==> config.mk <==
export PLATFORM = sky130hd
export DESIGN_NAME = mole_recorder
export DESIGN_NICKNAME = d
export VERILOG_FILES = /design/src/rtl/mole_recorder.sv
export SDC_FILE = /design/constraint.sdc
export NUM_CORES = 1
export LEC_CHECK = 0
export CORE_ASPECT_RATIO = 2
export CORE_MARGIN = 3
export CORE_UTILIZATION = 60
export DETAILED_ROUTE_END_ITERATION = 10
export PLACE_DENSITY = 0.78
export SYNTH_ARGS = -nofsm -noshare
export SYNTH_HDL_FRONTEND = slang
export SYNTH_SLANG_ARGS = --single-unit
==> constraint.sdc <==
create_clock -name clk -period 5.3 [get_ports clk]
set_input_delay 1.325 -clock clk [delete_from_list [all_inputs] [get_ports clk]]
set_output_delay 1.325 -clock clk [all_outputs]
set_load 0.1 [all_outputs]
==> src/rtl/mole_recorder.sv <==
// Mole recorder: captures timed pad stomps against the music address while recording,
// and replays them as one-cycle mole requests when the same addresses come round again.
module mole_recorder #(
  parameter int DEPTH  = 16,
  parameter int ADDR_W = 23
) (
  input  logic              clk,
  input  logic              reset,
  input  logic              diy_mode,
  input  logic              play,
  input  logic [7:0]        stomp,
  input  logic [ADDR_W-1:0] music_address,
  output logic              request_mole,
  output logic [2:0]        mole_location,
  output logic [4:0]        count,
  output logic              full,
  output logic              recording
);

  localparam int         IDX_W   = (DEPTH > 1) ? $clog2(DEPTH) : 1;
  localparam logic [4:0] DEPTH_C = 5'(DEPTH);

  typedef enum logic [1:0] {IDLE, CLEAR, RECORD, PLAY} state_e;

  typedef struct packed {
    logic [ADDR_W-1:0] addr;
    logic [2:0]        loc;
  } entry_t;

  entry_t mem [DEPTH];

  state_e            state_q, state_d;
  logic [4:0]        count_q, count_d;
  logic [4:0]        rd_ptr_q, rd_ptr_d;
  logic [ADDR_W-1:0] last_addr_q, last_addr_d;
  logic              prev_one_q;
  logic              request_mole_q, request_mole_d;
  logic [2:0]        mole_location_q, mole_location_d;
  logic              full_q, full_d;
  logic              recording_q, recording_d;

  logic       one_hot;
  logic       stomp_evt;
  logic [2:0] pad_loc;
  logic       wr_en;
  entry_t     wr_entry;
  entry_t     rd_entry;

  // Pad index counts from upleft (bit 7) down to downright (bit 0).
  always_comb begin
    // NOTE: every always_comb output gets a default first so no latch is inferred.
    pad_loc = 3'd0;
    for (int i = 0; i < 8; i++) begin
      if (stomp[i]) pad_loc = 3'(7 - i);
    end
  end

  // A slide between pads keeps one_hot high, so only a fresh press is an event.
  assign one_hot   = (stomp != 8'd0) && ((stomp & (stomp - 8'd1)) == 8'd0);
  assign stomp_evt = one_hot && !prev_one_q;
  assign wr_entry  = '{addr: music_address, loc: pad_loc};
  assign rd_entry  = mem[rd_ptr_q[IDX_W-1:0]];

  always_comb begin
    state_d         = state_q;
    count_d         = count_q;
    rd_ptr_d        = rd_ptr_q;
    last_addr_d     = last_addr_q;
    request_mole_d  = 1'b0;
    mole_location_d = mole_location_q;
    wr_en           = 1'b0;

    unique case (state_q)
      IDLE: begin
        if (diy_mode) begin
          state_d = CLEAR;
        end else if (play && (count_q != 5'd0)) begin
          state_d  = PLAY;
          rd_ptr_d = 5'd0;
        end
      end
      CLEAR: begin
        count_d     = 5'd0;
        last_addr_d = '0;
        state_d     = RECORD;
      end
      RECORD: begin
        if (!diy_mode) begin
          state_d = IDLE;
        end else if (stomp_evt && (count_q < DEPTH_C) &&
                     ((count_q == 5'd0) || (music_address > last_addr_q))) begin
          wr_en       = !reset;
          count_d     = count_q + 5'd1;
          last_addr_d = music_address;
        end
      end
      PLAY: begin
        if (!play) begin
          state_d  = IDLE;
          rd_ptr_d = 5'd0;
        end else if ((rd_ptr_q < count_q) && (music_address == rd_entry.addr)) begin
          request_mole_d  = 1'b1;
          mole_location_d = rd_entry.loc;
          rd_ptr_d        = rd_ptr_q + 5'd1;
        end
      end
      default: state_d = IDLE;
    endcase
  end

  assign full_d      = (count_d == DEPTH_C);
  assign recording_d = (state_d == RECORD);

  always_ff @(posedge clk) begin
    if (reset) begin
      state_q         <= IDLE;
      count_q         <= 5'd0;
      rd_ptr_q        <= 5'd0;
      last_addr_q     <= '0;
      prev_one_q      <= 1'b0;
      request_mole_q  <= 1'b0;
      mole_location_q <= 3'd0;
      full_q          <= 1'b0;
      recording_q     <= 1'b0;
    end else begin
      state_q         <= state_d;
      count_q         <= count_d;
      rd_ptr_q        <= rd_ptr_d;
      last_addr_q     <= last_addr_d;
      prev_one_q      <= one_hot;
      request_mole_q  <= request_mole_d;
      mole_location_q <= mole_location_d;
      full_q          <= full_d;
      recording_q     <= recording_d;
    end
  end

  // NOTE: entry storage is deliberately not reset; count masks stale contents.
  always_ff @(posedge clk) begin
    if (wr_en) mem[count_q[IDX_W-1:0]] <= wr_entry;
  end

  assign request_mole  = request_mole_q;
  assign mole_location = mole_location_q;
  assign count         = count_q;
  assign full          = full_q;
  assign recording     = recording_q;

endmodule

==> results of run 1 <==
final timing paths:
path                            slack [ns]  depth (start not counted)         startpoint         endpoint
worst max-delay path                  0.87                         11  music_address[16]        mem[9][1]
worst min-delay path                  0.48                          2    last_addr_q[16]  last_addr_q[16]
worst max register to register        1.17                         10               flop             flop
worst min register to register        0.48                          2    last_addr_q[16]  last_addr_q[16]
stage by stage:
| step | util [%] | setup slack, ns |
|---|---|---|
| floorplan | - | 0.718 |
| global placement | 65.7 | 0.464 |
| detailed placement | 65.7 | 0.409 |
| CTS | 69.3 | 0.905 |
| global route | 69.3 | 0.755 |
| finish | 69.3 | 0.872 |
registers in the layout (all words and copies together) (netlist names), named ones only:
name / flops
recording: 1
last_addr_q: 23
prev_one_q: 1
full: 1
state_q: 2
mem: 416
request_mole: 1
mole_location: 3
rd_ptr_q: 5
count: 5
cells by family after synthesis:
| family | after synthesis |
|---|---|
| AND/OR/NAND/NOR | 176 |
| XOR/XNOR | 32 |
| adder cells (fa/ha/maj) | 38 |
| AO/OA/AOI/OAI | 142 |
| flip-flops | 462 |
| buffers and inverters | 97 |
| multiplexers | 150 |
power groups by stage:
stage	sequential, mW	clock (mW)	combinational (mW)
after CTS	3.98	2.67	0.335
final	3.98	2.65	0.338
after floorplan	4.08	0	0.138
after global placement	4.06	0	0.324
after detailed placement	4.06	0	0.334
after global routing	3.98	2.79	0.364
per-layer routing:
| layer | track usage, % | share of wire, % | up-vias |
|---|---|---|---|
| met5 | 0 | 0 | - |
| met4 | 16.8 | 7.1 | 0 |
| met3 | 2.69 | 6.2 | 165 |
| met2 | 49.9 | 54 | 545 |
| met1 | 33.4 | 33 | 5490 |
| li1 | - | - | 4579 |
layout make-up:
cell class | instances | area (sq um)
multi-input cells | 538 | 5560
inverters | 49 | 184
fillers | 1978 | 9720
flip-flops and latches | 462 | 13400
repair buffers | 107 | 1090
well taps | 423 | 529
clock buffers | 48 | 1030
clock inverters | 18 | 114
worst register-to-register path: cells and delay by family, from the launching register on:
kind	cells	cell delay (ns)
AND/OR/NAND/NOR	1	0.44
AO/OA/AOI/OAI	4	1.16
XOR/XNOR	1	0.23
buffers and inverters	1	0.40
multiplexers	3	0.83
flip-flops	1	0.93
Yosys cell counts, drive strengths merged, types with 14 or more instances:
master	number
edfxtp	416
mux4	98
inv	48
dfxtp	46
mux2i	41
nor2	40
nand2	39
ha	37
o21ai	33
nand3	32
buf	30
a21oi	19
clkbuf	18
xnor2	18
xor2	14
==> results.toml, run 1 <==
[power_and_ir_drop]
seqPwrFrac_pct = 57.1
power_frac_clock_pct = 38.0
leakage_nw = 6.93
switchingPower_mw = 1.46
power.density_mw_per_mm2 = 318
pwr-share-comb_pct = 4.9
ir_drop_v = 0.000311
intPower_mw = 5.50
total_power_mw = 6.96
switching_share_pct = 21.0

[timing]
rsz0062_at_grt = "no"
worst_hold_slack_ns = 0.476
hold_viol_final = 0
min_period_over_period_pct = 83.6
setup_viol_count_final = 0
min_period_ns = 4.43
clock.fmax_ghz = 0.226
tightest_slew_ns = 1.15
slew_viol_final = 0
slew_headroom_pct = 23.0
skew_ns = 0.0194
tns_ns = 0

[yosys]
ys_seq_area_share_pct = 69.3
synth_xor_area_share_pct = 1.45
synth_top_area_share_pct = 64.6
syn-cell-area_sq_mm = 0.0193
synth_cells = 1097
synth_edf_count = 416
ys_seq_elements = 462
ys.flop_type = "edfxtp_1"
synthesis.nets = 1169
synth-compound-area-share_pct = 5.17
synth_top_family_by_area = "multiplexers"
synth_warnings = 0
synthSimpleGateAreaFrac_pct = 4.69
synth_fa_ha_area_share_pct = 2.44
synth_area_per_cell_sq_um = 17.6
synth_top_area_cell = "edfxtp_1"
muxShareOfSynthArea_pct = 14.3
ys_top_cells_by_area = "edfxtp_1, mux4_2, dfxtp_1"
ys_types = 76
synthArstFlopShare_pct = 0

[grt]
overflow = 0
grt_pass1_vias = 11200
track_usage_pct = 28.2
grt_pass1_wl_mm = 71.2
grt_max_degree = 48
antenna_found_initial = 0

[layout]
layout-drive-gt1-share_pct = 20.3
final_common_cell = "edfxtp_1"
fin_area_sq_mm = 0.0219
final_cells = 1645
syn_to_final_growth_pct = 13.4
fin_nets = 1267
diodes = 0
layout_common_cells = "edfxtp_1, mux4_2, buf_4, inv_1, clkdlybuf4s50_1"

[placed_design]
dp_cells = 1579
postPlaceCellArea_sq_mm = 0.0208
dp_hpwl_mm = 30.3
port_buffers = 45
place.gp.congestion = 0.956

[cts]
cts-resized-gates = 0
clock_sinks = 462
htree_levels = 2
tritoncts = "yes"
clkLatencyLatePin_ns = 0.54
clock_path_buffers = 3
path_clk_slew_ns = 0.07
post_cts_buffers = 0
numCtsBuffers = 37
cts-hold-fix-buffers = 0
cts_root_buffer = "clkbuf_16"

[route]
dr.pass1.iters = 5
drc = 0
routed_wirelength_mm = 47.4
viasPerCell = 6.55
vias = 10800
detail-route-antenna-nets = 0
wl_per_cell_microns = 28.8
drtIter0Drc = 1194

[floorplanning]
die_x_microns = 133
ios = 46
dieHeight_microns = 260
die_area_sq_mm = 0.0346
start_util_pct = 61.1
row_count = 92
core-area_sq_mm = 0.0317

[critical_path]
max_stage_delay_ns = 0.49
crit_chain = "clkdlybuf4s50_1 -> ha_1 -> nand4_1 -> nor3_1 -> o31ai_1 -> and3_1 -> nor4_1 -> buf_4 -> nand3_1 -> nor2_4 -> buf_4"
path_buf_inv = 3
path_max_fanout = 26
worstSetupStartpointType = "primary input"
cp_slowest_cell = "clkdlybuf4s50_1"
path_common_cell = "buf_4"
crit_type = "in -> reg"
worstPathRequired_ns = 5.47
cp-end-kind = "flop"
path_delay_family = "simple AND/OR/NAND/NOR gates"
critPathArrivalTime_ns = 4.60

[worst_hold_path]
hold_path.class = "reg -> reg"

[flow_run]
drv_cap = 0

[status]
outcome = "finished, final reports clean"
Note: power is estimated with default switching activity, not from simulation.
==> run 2: changes to the inputs <==
--- a/config.mk
+++ b/config.mk
@@ -7,9 +7,9 @@
 export LEC_CHECK = 0
 export CORE_ASPECT_RATIO = 2
 export CORE_MARGIN = 3
-export CORE_UTILIZATION = 60
+export CORE_UTILIZATION = 56
 export DETAILED_ROUTE_END_ITERATION = 10
-export PLACE_DENSITY = 0.78
+export PLACE_DENSITY = 0.76
 export SYNTH_ARGS = -nofsm -noshare
 export SYNTH_HDL_FRONTEND = slang
 export SYNTH_SLANG_ARGS = --single-unit
==> constraint.sdc (replaced) <==
create_clock -name clk -period 3.91 [get_ports clk]
set_input_delay 0.9775 -clock clk [delete_from_list [all_inputs] [get_ports clk]]
set_output_delay 0.9775 -clock clk [all_outputs]
set_load 0.1 [all_outputs]
==> results.toml, run 2 (synthesis gave the netlist of run 1 again) <==
[route]
routed_wirelength_mm = 50.0
met3_length_mm = 3.34
wl_per_cell_microns = 28.8
vias = 11200
wl_met2_mm = 25.8
drc = 0
highest_layer = "met4"
drtIter0Drc = 1132
dr.pass1.iters = 5
wl_met1_mm = 17.0
viasPerCell = 6.46
detail-route-antenna-nets = 0

[timing]
slew_viol_final = 0
skew_ns = 0.0315
setup_viol_count_final = 0
clock.fmax_ghz = 0.274
slew_headroom_pct = 32.6
worst_hold_slack_ns = 0.470
min_period_over_period_pct = 93.3
tightest_slew_ns = 1.01
min_period_ns = 3.65
hold_viol_final = 0
rsz0062_at_grt = "no"

[layout]
final_cells = 1735
fin_area_sq_mm = 0.0228
largest_register_ff_count = 416
syn_to_final_growth_pct = 17.9
layout_common_cells = "edfxtp_1, buf_4, mux4_2, inv_1"
fin_nets = 1343
final_common_cell = "edfxtp_1"
diodes = 0
layout-drive-gt1-share_pct = 25.6

[grt]
grt_pass1_vias = 11600
grt_pass1_wl_mm = 74.3
track_usage_pct = 28.1
grt_max_degree = 47
overflow = 0
antenna_found_initial = 0

[power_and_ir_drop]
intPower_mw = 7.67
switchingPower_mw = 2.10
pwr-share-comb_pct = 5.2
seqPwrFrac_pct = 55.2
power.density_mw_per_mm2 = 428
switching_share_pct = 21.5
ir_drop_v = 0.000487
leakage_nw = 7.40
power_frac_clock_pct = 39.6

[critical_path]
r2r_cells = 11
crit_type = "in -> reg"
cp-end-kind = "flop"
worstPathRequired_ns = 4.15
rr_endpoint = "mole_location[0]"
worstSetupStartpointType = "primary input"
critPathArrivalTime_ns = 3.88
regToRegSetupSlack_ns = 0.26
path_max_fanout = 7

[cts]
cts_root_buffer = "clkbuf_16"
path_clk_slew_ns = 0.07
tritoncts = "yes"
clock_path_buffers = 3
numCtsBuffers = 38
clkLatencyLatePin_ns = 0.55
clock_sinks = 462
htree_levels = 2

[worst_hold_path]
hold_path.class = "reg -> reg"
whs_path_depth = 2
min_to = "last_addr_q[18]"
min_from = "last_addr_q[18]"

[placed_design]
place.gp.congestion = 0.958
postPlaceCellArea_sq_mm = 0.0215
dp_hpwl_mm = 34.3
port_buffers = 45
dp_cells = 1666

[status]
outcome = "finished, final reports clean"

[floorplanning]
ios = 46
core-area_sq_mm = 0.0339
die_area_sq_mm = 0.0370
row_count = 95
start_util_pct = 57.1
dieHeight_microns = 269
die_x_microns = 137

[flow_run]
drv_cap = 0
run 2: worst max-delay path, stage by stage:
cell and delay [ns]:
clkdlybuf4s50_1 0.58, ha_1 0.39, nand4_1 0.11, nor3_1 0.33, o31ai_1 0.20, and3_1 0.19, nor4_1 0.24, buf_4 0.21
nand3_1 0.09, buf_4 0.21, nor2_4 0.14, buf_4 0.21
run 2: worst max path at each step:
stage | cells past startpoint | slack (ns) | from | endpoint
after floorplan | 9 | -0.32 | music_address[8] | mem[11][0]
after global routing | 11 | 0.08 | flop | mole_location[1]
after detailed placement | 12 | -0.20 | music_address[14] | mem[6][2]
after CTS | 11 | 0.19 | flop | mole_location[0]
final | 12 | 0.26 | music_address[13] | mem[7][22]
after global placement | 13 | -0.15 | music_address[8] | mem[6][19]
run 2: area by class of cell:
cell class / count / area, sq um
well taps: 436 / 546
clock buffers: 49 / 1040
repair buffers: 182 / 1840
flip-flops and latches: 462 / 13400
fillers: 2193 / 11100
clock inverters: 19 / 211
inverters: 49 / 184
multi-input cells: 538 / 5560
run 2: routing by layer:
layer  up-vias  global-route usage, %
met5         -                      0
met4         0                   18.5
met3       165                   3.79
met2       598                   47.0
met1      5682                   33.8
li1       4757                      -
run 2: power groups by stage:
stage	clock, mW	combinational (mW)	sequential (mW)
6_report	3.87	0.508	5.39
5_1_grt	4.10	0.540	5.39
4_1_cts	3.91	0.500	5.39
3_5_place_dp	0	0.496	5.50
3_3_place_gp	0	0.485	5.50
2_1_floorplan	0	0.187	5.54
run 2: metrics by stage:
stage,util [%],power [mW],setup TNS (ns),setup slack (ns)
2_1_floorplan,-,5.72,-111.86,-0.324
3_3_place_gp,63.6,5.99,-46.02,-0.149
3_5_place_dp,63.6,6.00,-65.22,-0.201
4_1_cts,67.3,9.80,0,0.194
5_1_grt,67.3,10.0,0,0.0842
6_report,67.3,9.77,0,0.261
run 2: timing repair:
item,in CTS,in global routing
setup buffers,0,1
gates resized for setup,0,1
setup endpoints to repair,0,12
hold buffers,0,0
